### src/rtl/drbg_instantiate_ctrl.sv
// DRBG instantiate controller: validates a request, fetches entropy and
// nonce with timeout/retry, derives the initial seed and state bundle.
module drbg_instantiate_ctrl #(
   parameter int SEEDLEN          = 256,
   parameter int PERS_MAX_BYTES   = 32,
   parameter int HIGHEST_STRENGTH = 256,
   parameter bit PR_SUPPORTED     = 1'b1,
   parameter int TIMEOUT_CYC      = 64,
   parameter int MAX_RETRIES      = 3,
   parameter int CTR_W            = 48
) (
   input  logic               clk,
   input  logic               rst_n,
   input  logic               start,
   input  logic [8:0]         req_strength,
   input  logic               pred_res_req,
   input  logic [SEEDLEN-1:0] pers_str,
   input  logic [7:0]         pers_len,
   output logic               ent_req,
   input  logic               ent_valid,
   input  logic               ent_fail,
   input  logic [SEEDLEN-1:0] ent_data,
   output logic               nonce_req,
   input  logic               nonce_valid,
   input  logic [SEEDLEN-1:0] nonce_data,
   output logic               busy,
   output logic               done,
   output logic [1:0]         status,
   output logic               instantiated,
   output logic [8:0]         strength_out,
   output logic               pr_flag_out,
   output logic [SEEDLEN-1:0] seed_out,
   output logic [CTR_W-1:0]   reseed_ctr,
   output logic               catastrophic
);

   typedef enum logic [2:0] {
      IDLE, CHECK, ENT_WAIT, NONCE_WAIT, DERIVE, DONE
   } state_t;

   localparam int NB = SEEDLEN / 8;
   localparam int TW = $clog2(TIMEOUT_CYC + 1);
   localparam int FW = $clog2(MAX_RETRIES + 1);
   localparam logic [TW-1:0] TMO_LAST  = TW'(TIMEOUT_CYC - 1);
   localparam logic [FW-1:0] FAIL_LAST = FW'(MAX_RETRIES - 1);
   localparam logic [8:0]    STR_MAX   = 9'(HIGHEST_STRENGTH);
   localparam logic [7:0]    PERS_MAX  = 8'(PERS_MAX_BYTES);

   state_t             state;
   logic [8:0]         strength_q;
   logic               pr_q;
   logic [SEEDLEN-1:0] pers_q;
   logic [7:0]         plen_q;
   logic [SEEDLEN-1:0] ent_q;
   logic [SEEDLEN-1:0] nonce_q;
   logic [TW-1:0]      tmo;
   logic [FW-1:0]      fails;
   logic [SEEDLEN-1:0] pers_masked;
   logic               chk_bad;
   logic [1:0]         chk_st;
   logic [8:0]         mapped;

   always_comb begin
      pers_masked = '0;
      for (int i = 0; i < NB; i++)
         if (i < int'(plen_q))
            pers_masked[i*8 +: 8] = pers_q[i*8 +: 8];
   end

   always_comb begin
      chk_bad = 1'b0;
      chk_st  = 2'b01;
      priority case (1'b1)
         catastrophic: begin
            chk_bad = 1'b1;
            chk_st  = 2'b10;
         end
         strength_q > STR_MAX,
         pr_q && !PR_SUPPORTED,
         plen_q > PERS_MAX: chk_bad = 1'b1;
         default: ;
      endcase
   end

   always_comb begin
      mapped = 9'd256;
      priority case (1'b1)
         strength_q <= 9'd112: mapped = 9'd112;
         strength_q <= 9'd128: mapped = 9'd128;
         strength_q <= 9'd192: mapped = 9'd192;
         default: ;
      endcase
   end

   always_ff @(posedge clk or negedge rst_n) begin
      if (!rst_n) begin
         state        <= IDLE;
         strength_q   <= '0;
         pr_q         <= 1'b0;
         pers_q       <= '0;
         plen_q       <= '0;
         ent_q        <= '0;
         nonce_q      <= '0;
         tmo          <= '0;
         fails        <= '0;
         ent_req      <= 1'b0;
         nonce_req    <= 1'b0;
         busy         <= 1'b0;
         done         <= 1'b0;
         status       <= 2'b00;
         instantiated <= 1'b0;
         strength_out <= '0;
         pr_flag_out  <= 1'b0;
         seed_out     <= '0;
         reseed_ctr   <= '0;
         catastrophic <= 1'b0;
      end else begin
         done <= 1'b0;
         unique case (state)
            IDLE: if (start) begin
               strength_q   <= req_strength;
               pr_q         <= pred_res_req;
               pers_q       <= pers_str;
               plen_q       <= pers_len;
               instantiated <= 1'b0;
               seed_out     <= '0;
               strength_out <= '0;
               reseed_ctr   <= '0;
               pr_flag_out  <= 1'b0;
               busy         <= 1'b1;
               state        <= CHECK;
            end
            CHECK: if (chk_bad) begin
               status <= chk_st;
               done   <= 1'b1;
               state  <= DONE;
            end else begin
               strength_out <= mapped;
               tmo          <= '0;
               fails        <= '0;
               ent_req      <= 1'b1;
               state        <= ENT_WAIT;
            end
            // a valid response wins over a timeout in the same cycle
            ENT_WAIT: if (ent_valid && !ent_fail) begin
               ent_q     <= ent_data;
               ent_req   <= 1'b0;
               nonce_req <= 1'b1;
               tmo       <= '0;
               state     <= NONCE_WAIT;
            end else if (ent_valid || tmo == TMO_LAST) begin
               tmo   <= '0;
               fails <= fails + 1'b1;
               if (fails == FAIL_LAST) begin
                  ent_req      <= 1'b0;
                  catastrophic <= 1'b1;
                  status       <= 2'b10;
                  done         <= 1'b1;
                  state        <= DONE;
               end
            end else begin
               tmo <= tmo + 1'b1;
            end
            NONCE_WAIT: if (nonce_valid) begin
               nonce_q   <= nonce_data;
               nonce_req <= 1'b0;
               state     <= DERIVE;
            end else if (tmo == TMO_LAST) begin
               nonce_req    <= 1'b0;
               catastrophic <= 1'b1;
               status       <= 2'b10;
               done         <= 1'b1;
               state        <= DONE;
            end else begin
               tmo <= tmo + 1'b1;
            end
            DERIVE: begin
               seed_out     <= ent_q ^ nonce_q ^ pers_masked;
               reseed_ctr   <= CTR_W'(1);
               pr_flag_out  <= pr_q;
               instantiated <= 1'b1;
               status       <= 2'b00;
               done         <= 1'b1;
               state        <= DONE;
            end
            DONE: begin
               busy  <= 1'b0;
               state <= IDLE;
            end
            default: state <= IDLE;
         endcase
      end
   end

endmodule

### config.mk
export PLATFORM = sky130hd
export DESIGN_NAME = drbg_instantiate_ctrl
export DESIGN_NICKNAME = d
export VERILOG_FILES = /design/src/rtl/drbg_instantiate_ctrl.sv
export SDC_FILE = /design/constraint.sdc
export NUM_CORES = 2
export LEC_CHECK = 0
export ABC_AREA = 0
export CAP_MARGIN = 10
export CORE_AREA = 2 2 430 432
export CTS_BUF_LIST = sky130_fd_sc_hd__clkbuf_4
export DETAILED_ROUTE_END_ITERATION = 7
export DIE_AREA = 0 0 432 434
export PLACE_DENSITY = 0.5
export SLEW_MARGIN = 20
export SYNTH_ARGS = -nofsm -noshare
export SYNTH_HDL_FRONTEND = slang
export SYNTH_SLANG_ARGS = --single-unit
### constraint.sdc
create_clock -name clk -period 2.7 [get_ports clk]
set_clock_uncertainty 0.1 [all_clocks]
set_input_delay 0.405 -clock clk [delete_from_list [all_inputs] [get_ports clk]]
set_output_delay 0.405 -clock clk [all_outputs]
set_load 0.02 [all_outputs]
==> flow_metrics.py <==
metrics = {
    "yosys": {
        "async_reset_ff_frac": 1.00,
        "synth-seq-area-share": 0.585,
        "synthTopCellsByArea": "dfrtp_1, mux2_2, nand2_1",
        "netlist_area_um2": 45700,
        "synth_edf_count": 0,
        "yosys_warnings": 0,
        "synthCells": 4108,
        "ys_types": 62,
        "yosysTopAreaCell": "dfrtp_1",
        "ys.flop_type": "dfrtp_1",
        "synth_seq_cells": 1067,
        "syn_area_per_cell_um2": 11.1,
        "synth_top_area_frac": 0.585,
    },
    "finish": {
        "final_core_util": 0.407,
        "final_nets": 7294,
        "multi_input_area_um2": 17900,
        "n_fill_cell": 17800,
        "drive_above_1_share": 0.191,
        "syn2layout_area_growth_pct": 62.9,
        "regArea_um2": 26700,
        "fin_cells": 9130,
    },
    "global_routing": {
        "gr-total-overflow": 0,
        "grt_max_degree": 95,
        "gr-usage-all-layers": 0.194,
        "antenna_found_initial": 30,
        "first_global_vias": 41500,
        "grt_pass1_wl_um": 270000,
    },
    "clock_tree": {
        "cts_tree": "done",
        "clk_path_buf_depth": 4,
        "cts_max_level": 5,
        "worst_setup_hold_path_clk_slew_ns": 0.06,
        "ctsRootBufferMaster": "clkbuf_4",
        "clkSinkCount": 1067,
        "numCtsBuffers": 327,
        "clock_latency_ns": 1.35,
        "post-cts-setup-buffer-count": 0,
    },
    "critical_path": {
        "path_cells": "clkdlybuf4s15_1",
        "cp-end-kind": "output port",
        "critPathKind": "flop to output port",
        "slowest_delay_ns": 0.39,
        "critical_path.slowest_cell": "dfrtp_1",
        "crit_buf_inv": 1,
        "ff2ff_setup_slack_ns": 0.19,
        "cp_top_family": "flip-flops",
        "crit_path_max_fanout": 2,
        "cp-start-kind": "flop",
        "crit_required_ns": 2.19,
        "crit_arrival_ns": 2.03,
    },
    "routing": {
        "viasPerCell": 4.30,
        "drc_errors": 0,
        "wl_per_cell_um": 20.3,
        "ant_nets": 0,
        "drt_iter0_drc": 1800,
        "num_vias": 39200,
        "wl_um": 185000,
        "drtPass1Iterations": 5,
    },
    "run": {
        "maxCapViolCount": 0,
    },
    "run_status": {
        "outcome": "finished clean",
    },
    "placement": {
        "portBuffers": 1062,
        "placed_cells": 7496,
        "gp_congestion": 0.853,
        "dp_hpwl_um": 130000,
        "dpl_worst_slack_ns": 0.0459,
    },
    "sta": {
        "slew_headroom": 0.418,
        "fin_crit_ns": 2.53,
        "setup_viol": 0,
        "slew_violations": 0,
        "worst_slack_ns": 0.169,
        "tightest_slew_ns": 0.873,
        "hold_viol": 0,
        "fin_crit_sh": 0.938,
        "fmax_ghz": 0.395,
    },
    "die": {
        "die_area_um2": 187000,
        "coreArea_um2": 182000,
        "chipWidth_um": 432,
        "ioPinCount": 1114,
        "start_util": 0.250,
        "rows": 157,
        "die_h_um": 434,
    },
    "power_and_ir_drop": {
        "p_leak_nw": 33.3,
        "vdd_drop_max_uv": 437,
        "power_density_nw_per_um2": 1050,
        "finalPower_mw": 77.7,
    },
    "min_path": {
        "hp-class": "input pin to flop",
    },
}
-- path summary, 6_finish.rpt --
path | start | to | cells after the start
min in group asynchronous | rst_n | nonce_q[33] | 4
min reg2reg | seed_out[89] | seed_out[89] | 2
min | pers_str[92] | pers_q[92] | 4
max in group asynchronous | rst_n | reseed_ctr[0] | 5
max reg2reg | strength_q[0] | state[1] | 6
max | seed_out[201] | seed_out[201] | 1
-- cells by family after synthesis --
logic type / count (synthesis) / share of synthesized area
xor gates and xnor gates: 512 / 0.0982
AOI/OAI and AO/OA: 337 / 0.0405
other: 1 / 0.0000821
adders and majority gates: 2 / 0.000548
muxes: 518 / 0.128
buffers and inverters: 256 / 0.0287
and+or+nand+nor: 1415 / 0.119
DFF: 1067 / 0.585
-- state kept, by name, indices dropped and copies added (netlist names), 3 cells and up --
name	count
ent_q	256
nonce_q	256
seed_out	256
tmo	7
strength_q	9
pers_q	256
strength_out	4
state	3
plen_q	8
-- per-stage QoR --
| step | hold WS [ns] | setup TNS, ns | cell area, µm² |
|---|---|---|---|
| finish | 0.160 | 0 | 74400 |
| global route | 0.0178 | -0.0587 | 74400 |
| CTS | 0.000423 | -0.0956 | 74300 |
| detailed placement | 0.362 | 0 | 59900 |
| global placement | 0.356 | 0 | 59900 |
| floorplan | 0.00941 | 0 | 45800 |
-- Yosys cell counts, drive strengths merged (4+ instances only) --
master,n
and3,5
o211ai,6
xnor2,512
a21oi,9
dfrtp,1067
nand3,15
nor4,5
clkbuf,75
o21bai,4
nand2,1357
inv,14
mux2i,5
o21ai,285
mux2,513
nor3,9
a31oi,6
nor2,11
buf,167
-- layout by cell type (no fill, tap or decap), types with 13 or more instances in the layout --
cell type / count
conb_1: 51
clkdlybuf4s15_2: 96
diode_2: 35
mux2_2: 499
dlygate4sd2_1: 91
buf_2: 31
inv_1: 14
clkbuf_4: 470
buf_12: 48
mux2_1: 13
dlygate4sd3_1: 1059
clkdlybuf4s50_1: 790
dfrtp_1: 1060
buf_4: 86
nand3_1: 13
nand2_1: 1355
o21ai_0: 263
clkinv_1: 49
clkdlybuf4s15_1: 52
o21ai_1: 21
xnor2_1: 512
-- where the power goes --
part	internal [mW]	leakage, nW	switching (mW)	total, mW
sequential	23.3	13.4	4.94	28.3
combinational	16.3	17.5	17.5	33.7
clock	8.39	2.37	7.33	15.7
-- area by class of cell --
cell class,count,area share
diodes,35,0.00118
multi-input cells,2835,0.241
inverters,14,0.000707
clock inverters,69,0.00540
clock buffers,470,0.0474
well taps,2385,0.0401
repair buffers,2255,0.305
flip-flops and latches,1067,0.359
-- repair_timing --
item                                    4_1_cts  5_1_grt
resized for setup                           635        3
hold buffers                               1060        0
cloned                                        0        0
hold endpoints to repair                   1867        0
endpoints found under the setup margin      271        2
-- per-layer routing --
metal,up-vias,part of all wire,track usage
met2,1260,0.50,0.332
met1,19300,0.40,0.233
met5,-,0.000043,0
met4,2,0.042,0.0887
met3,399,0.052,0.0412
li1,18200,-,-
Note: power is estimated with default switching activity, not from simulation.
